`config.mk`:
```
export PLATFORM = sky130hd
export DESIGN_NAME = burst_copy_scheduler
export DESIGN_NICKNAME = d
export VERILOG_FILES = /design/src/rtl/burst_copy_scheduler.sv
export SDC_FILE = /design/constraint.sdc
export NUM_CORES = 1
export LEC_CHECK = 0
export CAP_MARGIN = 20
export CORE_MARGIN = 2
export CORE_UTILIZATION = 52
export DETAILED_ROUTE_END_ITERATION = 7
export PLACE_DENSITY_LB_ADDON = 0.12
export SETUP_SLACK_MARGIN = 0.2
export SYNTH_ARGS = -nofsm -noshare
export SYNTH_HDL_FRONTEND = slang
export SYNTH_SLANG_ARGS = --single-unit
```
`constraint.sdc`:
```
create_clock -name aclk -period 5.3 [get_ports aclk]
set_input_delay 1.06 -clock aclk [delete_from_list [all_inputs] [get_ports aclk]]
set_output_delay 1.06 -clock aclk [all_outputs]
set_load 0.05 [all_outputs]
```
`src/rtl/burst_copy_scheduler.sv`:
```
// burst_copy_scheduler: drives data_module through a long word copy as a series of
// AXI bursts. Each burst holds at most MAX_BURST words and never crosses a 4 KB page
// on either the source or the destination address.
// Optional build macro BURST_SCHED_PERF_EN adds the perf_cycles busy-cycle counter.
module burst_copy_scheduler #(
   parameter int C_registers_DATA_WIDTH = 32,
   parameter int C_data_DATA_WIDTH      = 32,
   parameter int MAX_BURST              = 16
) (
   input  logic                              aclk,
   input  logic                              areset,
   input  logic                              start,
   input  logic                              abort,
   input  logic [C_registers_DATA_WIDTH-1:0] src_addr,
   input  logic [C_registers_DATA_WIDTH-1:0] dst_addr,
   input  logic [C_registers_DATA_WIDTH-1:0] word_count,
   input  logic [C_registers_DATA_WIDTH-1:0] rd_coh,
   input  logic [C_registers_DATA_WIDTH-1:0] wr_coh,
   output logic                              busy,
   output logic                              done,
   output logic                              aborted,
   output logic [C_registers_DATA_WIDTH-1:0] bursts_done,
   output logic                              enable,
   output logic [C_registers_DATA_WIDTH-1:0] read_address_con,
   output logic [C_registers_DATA_WIDTH-1:0] write_address_con,
   output logic [C_registers_DATA_WIDTH-1:0] burst_length_con,
   output logic [C_registers_DATA_WIDTH-1:0] read_coherency_flag_con,
   output logic [C_registers_DATA_WIDTH-1:0] write_coherency_flag_con,
`ifdef BURST_SCHED_PERF_EN
   output logic [C_registers_DATA_WIDTH-1:0] perf_cycles,
`endif
   input  logic                              read_ready,
   input  logic                              write_ready
);

   localparam int CRW     = C_registers_DATA_WIDTH;
   localparam int BPW     = C_data_DATA_WIDTH / 8;
   localparam int BPW_LOG = $clog2(BPW);

   localparam logic [2:0] S_IDLE    = 3'd0;
   localparam logic [2:0] S_PLAN    = 3'd1;
   localparam logic [2:0] S_ISSUE   = 3'd2;
   localparam logic [2:0] S_WAIT    = 3'd3;
   localparam logic [2:0] S_RELEASE = 3'd4;
   localparam logic [2:0] S_DONE    = 3'd5;

   // Byte addresses are word addresses in disguise; sub-word bits are dropped.
   localparam logic [CRW-1:0] ALIGN_MASK = ~(CRW'(BPW - 1));

   logic [2:0]     r_state;
   logic [CRW-1:0] r_src, r_dst, r_remaining;
   logic [CRW-1:0] r_rd_addr, r_wr_addr, r_burst_len;
   logic [CRW-1:0] r_rd_coh, r_wr_coh, r_bursts_done;
   logic           r_busy, r_enable, r_aborted, r_abort;

   logic [12:0]    w_w4k_src, w_w4k_dst;
   logic [CRW-1:0] w_len, w_step;
   logic           w_abort_any;

   // Burst length: the smallest of words left, MAX_BURST and room left in both 4 KB pages.
   always_comb begin
      w_w4k_src = (13'd4096 - {1'b0, r_src[11:0]}) >> BPW_LOG;
      w_w4k_dst = (13'd4096 - {1'b0, r_dst[11:0]}) >> BPW_LOG;
      w_len     = r_remaining;
      if (w_len > CRW'(MAX_BURST)) w_len = CRW'(MAX_BURST);
      if (w_len > CRW'(w_w4k_src)) w_len = CRW'(w_w4k_src);
      if (w_len > CRW'(w_w4k_dst)) w_len = CRW'(w_w4k_dst);
   end

   assign w_step      = r_burst_len << BPW_LOG;
   // An abort arriving in the deciding cycle still stops the job after this burst.
   assign w_abort_any = r_abort | abort;

   // Job sequencing FSM and all registered outputs.
   always_ff @(posedge aclk) begin
      if (areset) begin
         r_state       <= S_IDLE;
         r_src         <= '0;
         r_dst         <= '0;
         r_remaining   <= '0;
         r_rd_addr     <= '0;
         r_wr_addr     <= '0;
         r_burst_len   <= '0;
         r_rd_coh      <= '0;
         r_wr_coh      <= '0;
         r_bursts_done <= '0;
         r_busy        <= 1'b0;
         r_enable      <= 1'b0;
         r_aborted     <= 1'b0;
         r_abort       <= 1'b0;
      end else begin
         if (r_busy && abort) r_abort <= 1'b1;
         case (r_state)
            S_IDLE: begin
               if (start) begin
                  r_src         <= src_addr & ALIGN_MASK;
                  r_dst         <= dst_addr & ALIGN_MASK;
                  r_remaining   <= word_count;
                  r_rd_coh      <= rd_coh;
                  r_wr_coh      <= wr_coh;
                  r_bursts_done <= '0;
                  r_aborted     <= 1'b0;
                  r_abort       <= 1'b0;
                  r_busy        <= 1'b1;
                  r_state       <= (word_count == '0) ? S_DONE : S_PLAN;
               end
            end
            S_PLAN: begin
               r_burst_len <= w_len;
               r_rd_addr   <= r_src;
               r_wr_addr   <= r_dst;
               r_state     <= S_ISSUE;
            end
            S_ISSUE: begin
               r_enable <= 1'b1;
               r_state  <= S_WAIT;
            end
            S_WAIT: begin
               // Both sides must be done; a lone ready means the other channel lags.
               if (read_ready && write_ready) begin
                  r_enable      <= 1'b0;
                  r_src         <= r_src + w_step;
                  r_dst         <= r_dst + w_step;
                  r_remaining   <= r_remaining - r_burst_len;
                  r_bursts_done <= r_bursts_done + 1'b1;
                  r_state       <= S_RELEASE;
               end
            end
            S_RELEASE: begin
               // A stale READY must clear before the next enable, or it would
               // complete the following burst instantly.
               if (!read_ready && !write_ready) begin
                  r_state <= ((r_remaining == '0) || w_abort_any) ? S_DONE : S_PLAN;
               end
            end
            S_DONE: begin
               r_busy    <= 1'b0;
               r_aborted <= w_abort_any;
               r_state   <= S_IDLE;
            end
            default: r_state <= S_IDLE;
         endcase
      end
   end

`ifdef BURST_SCHED_PERF_EN
   logic [CRW-1:0] r_perf;

   // Busy-cycle counter: cleared by an accepted start, saturating, naturally frozen once idle.
   always_ff @(posedge aclk) begin
      if (areset) begin
         r_perf <= '0;
      end else if ((r_state == S_IDLE) && start) begin
         r_perf <= '0;
      end else if (r_busy && (r_perf != '1)) begin
         r_perf <= r_perf + 1'b1;
      end
   end

   assign perf_cycles = r_perf;
`else
   // No performance counter in this build.
`endif

   assign busy                     = r_busy;
   assign done                     = (r_state == S_DONE);
   assign aborted                  = r_aborted;
   assign bursts_done              = r_bursts_done;
   assign enable                   = r_enable;
   assign read_address_con         = r_rd_addr;
   assign write_address_con        = r_wr_addr;
   assign burst_length_con         = r_burst_len;
   assign read_coherency_flag_con  = r_rd_coh;
   assign write_coherency_flag_con = r_wr_coh;

endmodule
```
==> qor.txt, run 1 <==
Reg clk slew, reported paths - 0.06 ns
Gr ovfl total - 0
Post-synth ARST share - 0%
Die width - 183 um
First-pass GRT wire length - 86200 um
Worst Path Max Fanout - 6
FF+latch area - 0.00575 sq mm
Top cells by count, synth - 394 x nand2_1, 287 x dfxtp_1, 247 x a21oi_1, 162 x nor2_1, 116 x ha_1
Register area share after synthesis - 34.4%
Final non-filler cell total - 2919
Cell area after synthesis - 0.0167 sq mm
# IOs - 362
IO Port Bufs - 353
Count leader, synth - nand2_1
Top cells by area, synth - dfxtp_1 34%, nand2_1 8.9%, ha_1 8.7%
Initial Util - 52.9%
Setup ws final - 0.479 ns
Worst Hold Class - flop to flop
YS warnings - 0
Via Count - 17200
Antenna violations before repair - 2
All-layer global routing usage - 32.0%
Clock Latency Late Sink - 0.57 ns
Synth Flop Type - dfxtp_1
Detailed Route WL - 55900 um
FILL cells - 2653
TritonCTS clock tree - built
Synth Register Bits - 287
Detail Placement HPWL - 41800 um
Synth-to-Final Area Change - 30.7%
Share of Yosys cell area claimed by the top area cell type - 34.4%
Status - finished clean
Req. time, crit path - 5.80 ns
Slew @ Worst Pin - 1.04 ns
Largest stage delay, worst path - 0.37 ns
CTS Buf Count - 31
RSZ-0062 raised after global routing - true
Peak supply drop - 0.264 mV
Vias in the first global route - 15800
Startpoint types - flop
First-iteration detailed-routing DRC count - 1233
Leakage Power - 8.58 nW
Clock skew - 0.0176 ns
Syn Area/Cell - 7.69 sq um
Tcrit/Tclk final - 91.0%
Yosys cell types - 79
Final nets - 2777
Core area - 0.0316 sq mm
Critical path capture point type - flop
Average via count per standard cell - 5.89
Area of the multi-input gates - 0.0104 sq mm
Final Wtd Congestion - 0.972
Highest Clock Rate - 0.207 GHz
Slowest-stage cell, CP - mux2_2
Routed wire per std cell - 19.2 um
DR DRC count - 0
Area leader, netlist - dfxtp_1
Slew margin rel. - 30.8%
Largest net degree at the start of global routing - 102
WP data arrival - 5.32 ns
Max cap viols - 0
Setup Viol. Count Final - 0
First-pass iteration count of the detailed router - 5
Final Hold Viols - 0
Depth of the CTS H-tree - 1
Clock sinks - 287
Die ar. - 0.0335 sq mm
Crit-path most repeated cell - o21a_1
Dpl cells - 2858
Cell Rows - 65
Clk buf depth - 3
Cells after Synth - 2169
Worst-path cell chain - nor4_2, buf_4, nand4_1, buf_4, a211oi_2, and2_1, ha_1, o21a_1, o21a_1, o21ai_2, a31oi_1, o21ai_1, buf_4, buf_4, mux2_4, ha_4, o21a_1, o21a_1, o21a_1, o21ai_2, a211oi_2, o21a_2, mux2_2, a21oi_1
Antenna-violating nets left - 0
Slew Limit Fails - 0
Die height - 183 um
EDFF count, synth - 0
Minimum clock period - 4.82 ns
CP Class - flop to flop
Share of cells above drive strength 1 - 6.01%
Root Buffer Master - clkbuf_16
Pwr Density - 365 mW/mm^2
Worst slack, placed - -0.0186 ns
==> layer usage <==
layer	track usage, %	vias up	part of all wire [%]
li1	-	8373	-
met1	42.4	8038	43
met2	53.6	672	46
met3	4.65	106	7.7
met4	10.9	0	3.3
met5	0	-	0
==> what timing repair did <==
| action | CTS | global route |
|---|---|---|
| gates cloned | 1 | 0 |
| setup endpoints to repair | 11 | 11 |
| pin swaps | 3 | 7 |
| setup buffers | 0 | 2 |
| hold buffers | 0 | 0 |
| gates resized for setup | 5 | 15 |
==> metrics by stage <==
| stage | power [mW] | utilization (%) | hold slack [ns] | TNS, ns | area (sq um) |
|---|---|---|---|---|---|
| after floorplan | 4.72 | - | 0.438 | 0 | 16700 |
| after global placement | 5.63 | 65.5 | 0.442 | 0 | 20700 |
| after detailed placement | 5.68 | 65.5 | 0.446 | -0.0244 | 20700 |
| after CTS | 7.89 | 68.8 | 0.454 | 0 | 21700 |
| after global routing | 8.37 | 69.1 | 0.466 | 0 | 21800 |
| final | 7.96 | 69.1 | 0.451 | 0 | 21800 |
==> where the power goes <==
part | leakage [nW] | total [mW] | switching, mW | internal [mW]
clock network | 0.505 | 2.19 | 0.896 | 1.29
logic | 5.73 | 3.16 | 1.90 | 1.26
registers | 2.34 | 2.61 | 0.236 | 2.37
total | 8.58 | 7.96 | 3.03 | 4.93
==> kinds of logic after synthesis <==
logic type,Yosys count,synth area share (%)
XOR/XNOR,82,4.30
buffers and inverters,194,4.49
multiplexers,21,1.31
flip-flops,287,34.4
AND/OR/NAND/NOR,860,23.6
other,1,0.0225
adder cells (fa/ha/maj),119,9.06
AO/OA/AOI/OAI,605,22.8
==> state kept, by name, indices dropped and copies added (netlist names) <==
register                  flops
bursts_done                  32
r_remaining                  32
write_coherency_flag_con     32
aborted                       1
r_dst                        30
r_src                        30
burst_length_con             32
busy                          1
write_address_con            30
enable                        1
read_coherency_flag_con      32
r_abort                       1
read_address_con             30
r_state                       3
==> area by class of cell <==
type	count	share of cell area (%)
well taps	402	2.31
clock inverters	13	0.665
repair buffers	400	17.9
clock buffers	42	4.02
multi-input cells	1698	47.5
diodes	3	0.0344
flip-flops and latches	287	26.3
inverters	74	1.27
==> cell usage in the layout (no fill, tap or decap), types with 42 or more instances in the layout <==
| cell type | n |
|---|---|
| o21ai_0 | 98 |
| nor2_1 | 161 |
| xnor2_1 | 45 |
| ha_1 | 114 |
| a21oi_1 | 245 |
| buf_4 | 45 |
| dfxtp_1 | 286 |
| a21o_1 | 42 |
| nand3_1 | 49 |
| nor3_1 | 78 |
| clkdlybuf4s50_1 | 352 |
| nand2_1 | 393 |
| inv_1 | 74 |
==> path summary, 6_finish.rpt <==
kind | startpoint | endpoint | slack, ns | cells after the start
setup / recovery | r_remaining[31] | burst_length_con[8] | 0.48 | 24
hold / removal | read_address_con[11] | read_address_con[11] | 0.45 | 2
setup reg to reg | r_remaining[31] | burst_length_con[8] | 0.48 | 24
hold reg to reg | read_address_con[11] | read_address_con[11] | 0.45 | 2
==> worst max-delay path, delay by kind of cell (launching register included) <==
kind            cells  cell delay [ns]
simple gates        3             0.59
buf+inv             4             0.63
fa+ha+maj           2             0.52
compound gates     13             1.96
mux                 2             0.70
flops               1             0.33
No activity file was read; power rests on OpenSTA's default activity.
==> run 2, diff against run 1 <==
--- a/config.mk
+++ b/config.mk
@@ -5,9 +5,10 @@
 export SDC_FILE = /design/constraint.sdc
 export NUM_CORES = 1
 export LEC_CHECK = 0
+export ABC_AREA = 0
 export CAP_MARGIN = 20
 export CORE_MARGIN = 2
-export CORE_UTILIZATION = 52
+export CORE_UTILIZATION = 40
 export DETAILED_ROUTE_END_ITERATION = 7
 export PLACE_DENSITY_LB_ADDON = 0.12
 export SETUP_SLACK_MARGIN = 0.2
==> qor.txt, run 2 (synthesized netlist as in run 1, its figures left out) <==
R2R cell count - 24 (unchanged)
Crit-path most repeated cell - o21a_1
Clock skew - 0.0137 ns (-0.00388 ns)
Hold buffers post-CTS - 0 (unchanged)
Startpoint types - flop
Root Buffer Master - clkbuf_16
Slowest-stage cell, CP - mux2_2
Reg clk slew, reported paths - 0.06 ns (about the same)
DR DRC count - 0 (unchanged)
Max cap viols - 0 (unchanged)
Average via count per standard cell - 5.60 (-4.9%)
Clk buf depth - 3 (unchanged)
Req. time, crit path - 5.77 ns (-0.03 ns)
GR Layer Usage met3 - 5.30% (+0.65 points)
First-pass GRT wire length - 93600 um (+8.5%)
Most frequent cells in the layout - 393 x nand2_1, 352 x clkdlybuf4s50_1, 287 x dfxtp_1, 246 x a21oi_1, 161 x nor2_1
RSZ-0062 raised after global routing - false
Final Hold Viols - 0 (unchanged)
Core area - 0.0410 sq mm (+30%)
Final Wtd Congestion - 0.940 (-3.3%)
Setup ws final - 0.462 ns (-0.0171 ns)
Status - finished clean
Die ar. - 0.0434 sq mm (+29%)
Routed wire per std cell - 19.9 um (+3.6%)
Die width - 208 um (+14%)
Die height - 208 um (+14%)
Tcrit/Tclk final - 91.3% (+0.32 points)
IO Port Bufs - 353 (unchanged)
Initial Util - 40.7% (-12 points)
Detailed Route WL - 60600 um (+8.4%)
Critical path capture point type - flop
Slew margin rel. - 40.6% (+9.8 points)
Placed Area - 0.0209 sq mm (+0.90%)
Worst path bufs/invs - 3 (-1)
Synth-to-Final Area Change - 32.0%
Peak supply drop - 0.198 mV (-25%)
Post-CTS setup buffers - 0 (unchanged)
First-pass iteration count of the detailed router - 7 (+2)
Largest stage delay, worst path - 0.36 ns (about the same)
Antenna-violating nets left - 0 (unchanged)
Pwr Density - 368 mW/mm^2 (+0.79%)
GRT busiest layer - met2
Leakage Power - 8.62 nW (+0.46%)
Cell family with most CP delay - compound AO/OA/AOI/OAI gates
Via Count - 17100 (-0.52%)
Worst slack, placed - 0.0722 ns (+0.0908 ns)
Gr ovfl total - 0 (unchanged)
Share of cells above drive strength 1 - 5.99% (-0.014 points)
Setup Viol. Count Final - 0 (unchanged)
Depth of the CTS H-tree - 2 (+1)
Clock sinks - 287 (unchanged)
WP data arrival - 5.31 ns (about the same)
Antenna violations before repair - 4 (+2)
Slew Limit Fails - 0 (unchanged)
Worst Path Max Fanout - 6 (unchanged)
Detail Placement HPWL - 45300 um (+8.3%)
First-iteration detailed-routing DRC count - 1288 (+4.5%)
Largest net degree at the start of global routing - 90 (-12%)
Fin area - 0.0220 sq mm (+0.99%)
Met1 Use GR - 36.7% (-5.6 points)
Vias in the first global route - 16200 (+2.5%)
Slew @ Worst Pin - 0.891 ns (-0.147 ns)
Commonest non-fill, non-tap cell in the layout - nand2_1
Worst path depth - 24 (unchanged)
Met2 Track Usage GR - 43.5% (-10 points)
Highest Clock Rate - 0.207 GHz (-0.35%)
CTS Buf Count - 36 (+16%)
Setup_tns - 0 ns (unchanged)
TritonCTS clock tree - built
Final nets - 2783 (+0.22%)
Worst hold slack - 0.454 ns (+0.00220 ns)
Worst Hold Class - flop to flop
Clock Latency Late Sink - 0.54 ns (-0.03 ns)
Cell Rows - 74 (+14%)
Minimum clock period - 4.84 ns (+0.0171 ns)
CP Class - flop to flop
All-layer global routing usage - 27.2% (-4.9 points)
# IOs - 362 (unchanged)
Worst-path cell chain - nor4_2, buf_4, nand4_1, nor4_2, buf_4, ha_1, nor2b_1, o21a_1, o21a_1, o21ai_1, a31oi_1, o21ai_1, buf_4, mux2_2, ha_1, nor2b_1, o21a_1, o21a_1, o21a_1, o21ai_1, a211oi_2, o21a_2, mux2_2, a21oi_1
Hold path depth - 2 (unchanged)
==> run 2: cell count changes in the layout (fill, tap and decap cells not counted), sizes merged <==
cell,delta
clkbuf,+12
clkinv,-4
bufinv,-3
buf,+1
clkinvlp,-1
diode,-1
inv,+1
==> run 2: path summary, 6_finish.rpt <==
| kind | startpoint | endpoint | slack (ns) |
|---|---|---|---|
| hold / removal | read_coherency_flag_con[4] | read_coherency_flag_con[4] | 0.45 |
| setup / recovery | r_remaining[31] | burst_length_con[9] | 0.46 |
| setup reg to reg | r_remaining[31] | burst_length_con[9] | 0.46 |
| hold reg to reg | read_coherency_flag_con[4] | read_coherency_flag_con[4] | 0.45 |
==> run 2: timing repair <==
item                                    in CTS  in global routing
cloned                                       0                  1
endpoints found under the setup margin      11                 11
pin swaps                                    1                  3
resized for setup                            1                 13
==> run 2: metrics by stage <==
stage | total power, mW | util (%) | std cells
finish | 8.10 | 53.7 | 3054
global route | 8.57 | 53.7 | 3054
CTS | 8.10 | 53.6 | 3051
detailed placement | 5.72 | 50.9 | 2991
global placement | 5.69 | 50.9 | 2991
floorplan | 4.72 | - | 2178
==> run 2: routing by layer <==
layer	up-vias	share of wire, %
met5	-	0.051
met4	4	2.7
met3	89	7.3
met2	589	45
met1	8045	45
li1	8373	-
==> run 2: cell type report <==
class                           instances  area (sq um)
Antenna cell                            2          5.00
Timing Repair Buffer                  401          3910
Fill cell                            4020         19000
Clock buffer                           54          1060
Inverter                               74           278
Sequential cell                       287          5750
Multi-Input combinational cell       1698         10300
Tap cell                              532           666
Clock inverter                          6          47.5
==> run 2: report_power, final <==
part	switching, mW	internal (mW)	total (mW)	leakage (nW)
clock network	0.975	1.38	2.35	0.542
registers	0.239	2.37	2.61	2.34
logic	1.90	1.25	3.14	5.73
==> run 2: tightest hold or removal path, delay by kind of cell (launching register included) <==
kind | cells | cell delay (ns)
AND/OR/NAND/NOR | 1 | 0.05
flip-flops | 1 | 0.30
AO/OA/AOI/OAI | 1 | 0.05
==> run 3, diff against run 2 <==
--- a/config.mk
+++ b/config.mk
@@ -12,6 +12,7 @@
 export DETAILED_ROUTE_END_ITERATION = 7
 export PLACE_DENSITY_LB_ADDON = 0.12
 export SETUP_SLACK_MARGIN = 0.2
+export SKIP_LAST_GASP = 1
 export SYNTH_ARGS = -nofsm -noshare
 export SYNTH_HDL_FRONTEND = slang
 export SYNTH_SLANG_ARGS = --single-unit
==> constraint.sdc (replaced) <==
create_clock -name aclk -period 4.3 [get_ports aclk]
set_input_delay 0.86 -clock aclk [delete_from_list [all_inputs] [get_ports aclk]]
set_output_delay 0.86 -clock aclk [all_outputs]
set_load 0.05 [all_outputs]
==> qor.txt, run 3 (synthesized netlist as in run 1, its figures left out) <==
First-iteration detailed-routing DRC count - 1223 (-5.0%)
Gr ovfl total - 0 (unchanged)
Initial Util - 40.7% (unchanged)
Setup Viol. Count Final - 11 (+11)
Core area - 0.0410 sq mm (unchanged)
Worst-path cell chain - nor4_4, nand3_1, buf_6, nor4_4, ha_1, nor2b_4, o21a_1, o21a_1, o21ai_1, a31oi_1, o21ai_1, buf_4, mux2_4, ha_4, nor2b_4, o21a_1, o21a_1, o21a_1, o21ai_2, a211oi_2, o21a_4, buf_12, mux2i_1, a31o_2
Req. time, crit path - 4.73 ns (-1.04 ns)
Crit-path most repeated cell - o21a_1
Commonest non-fill, non-tap cell in the layout - nand2_1
Synth-to-Final Area Change - 35.9%
Slew margin rel. - 47.5% (+6.9 points)
TritonCTS clock tree - built
Dpl cells - 3045 (+1.8%)
Antenna violations before repair - 8 (+4)
Pwr Density - 459 mW/mm^2 (+25%)
Worst slack, placed - -0.571 ns (-0.643 ns)
Worst Hold Path EP - read_address_con[16]
Hold Crit Start - read_address_con[16]
Slew @ Worst Pin - 0.788 ns (-0.103 ns)
Peak supply drop - 0.233 mV (+18%)
DR DRC count - 0 (unchanged)
Fin area - 0.0227 sq mm (+2.9%)
Tcrit/Tclk final - 108% (+17 points)
Worst flop-to-flop path endpoint - burst_length_con[0]
Share of cells above drive strength 1 - 8.35% (+2.4 points)
Worst Hold Class - flop to flop
Worst hold slack - 0.451 ns (-0.00271 ns)
CP Class - flop to flop
Critical path capture point type - flop
Setup_tns - -3.09 ns (-3.09 ns)
Minimum clock period - 4.64 ns (-0.203 ns)
Slowest-stage cell, CP - dfxtp_2
Max cap viols - 0 (unchanged)
Worst path bufs/invs - 3 (unchanged)
Routed wire per std cell - 19.8 um (-0.20%)
Detail Placement HPWL - 46800 um (+3.4%)
Die height - 208 um (unchanged)
FF-to-FF setup slack - -0.34 ns (-0.80 ns)
Leakage Power - 9.00 nW (+4.4%)
Detailed Route WL - 61600 um (+1.6%)
Final Hold Viols - 0 (unchanged)
CTS Buf Count - 35 (-2.8%)
All-layer global routing usage - 27.5% (+0.30 points)
Final Wtd Congestion - 0.946 (+0.55%)
Tot Pwr - 10.4 mW (+29%)
Depth of the CTS H-tree - 2 (unchanged)
Setup ws final - -0.335 ns (-0.797 ns)
Highest Clock Rate - 0.216 GHz (+4.4%)
Clock skew - 0.0170 ns (+0.00328 ns)
Worst Path Max Fanout - 7 (+1)
Average via count per standard cell - 5.54 (-1.1%)
Failing checks - negative setup slack
Largest net degree at the start of global routing - 112 (+24%)
Antenna-violating nets left - 0 (unchanged)
Cell Rows - 74 (unchanged)
Cell family with most CP delay - compound AO/OA/AOI/OAI gates
WP data arrival - 5.07 ns (-0.24 ns)
IO Port Bufs - 353 (unchanged)
Slew Limit Fails - 0 (unchanged)
Final non-filler cell total - 3108 (+1.8%)
Startpoint types - flop
Status - complete, but fails checks
R2R cell count - 24 (unchanged)
Placed Area - 0.0214 sq mm (+2.5%)
Hold buffers post-CTS - 0 (unchanged)
Final nets - 2839 (+2.0%)
Vias in the first global route - 16300 (+0.45%)
Hold path depth - 2 (unchanged)
# IOs - 362 (unchanged)
Util after Layout - 55.3% (+1.6 points)
First-pass iteration count of the detailed router - 5 (-2)
Clk buf depth - 3 (unchanged)
Most frequent cells in the layout - 393 x nand2_1, 352 x clkdlybuf4s50_1, 284 x dfxtp_1, 244 x a21oi_1, 161 x nor2_1
Clock Latency Late Sink - 0.54 ns (about the same)
Largest stage delay, worst path - 0.34 ns (-0.02 ns)
RSZ-0062 raised after global routing - true
Die ar. - 0.0434 sq mm (unchanged)
Reg clk slew, reported paths - 0.06 ns (about the same)
First-pass GRT wire length - 93500 um (-0.13%)
Clock sinks - 287 (unchanged)
Via Count - 17200 (+0.60%)
Root Buffer Master - clkbuf_16
Die width - 208 um (unchanged)
Reg2Reg Launch Point - r_remaining[24]
[run 3: worst min-delay path, cell delays in order, from the launching register on]
cell     delay [ns]
dfxtp_1        0.30
nand2_1        0.05
a21oi_1        0.05
[run 3: power breakdown]
part           internal (mW)  total (mW)  leakage, nW  switching (mW)
clock                   1.90        3.05        0.576            1.15
combinational           1.74        4.20         6.07            2.46
sequential              2.93        3.17         2.35           0.243
[run 3: per-layer routing]
metal | vias up | track usage, % | routed length, um
li1 | 8490 | - | -
met1 | 7987 | 36.3 | 27700
met2 | 604 | 43.6 | 27300
met3 | 110 | 6.87 | 4810
met4 | 12 | 9.33 | 1770
met5 | - | 0 | 92
[run 3: worst max path at each step]
| stage | endpoint | cells after the start | slack [ns] | start |
|---|---|---|---|---|
| 3_3_place_gp | burst_length_con[8] | 23 | -0.49 | r_remaining[24] |
| 6_report | burst_length_con[0] | 24 | -0.34 | r_remaining[24] |
| 2_1_floorplan | burst_length_con[7] | 23 | -0.09 | r_remaining[22] |
| 5_1_grt | burst_length_con[1] | 24 | -0.56 | r_remaining[24] |
| 4_1_cts | burst_length_con[0] | 25 | -0.39 | r_remaining[29] |
| 3_5_place_dp | burst_length_con[9] | 23 | -0.57 | r_remaining[24] |
[run 3: cell type report]
cell class / count / area [sq um]
antenna: 2 / 5.00
clock buffer: 50 / 1030
clock inverter: 7 / 135
fill: 3958 / 18300
inverter: 74 / 278
multi-input combinational: 1697 / 10400
sequential: 287 / 5750
tap: 532 / 666
timing repair buffer: 459 / 4420
[run 3: timing repair]
item                                    4_1_cts  5_1_grt
buffers inserted                              2        2
endpoints found under the setup margin       11       11
resized for setup                            10       10
pin swaps                                     8       10
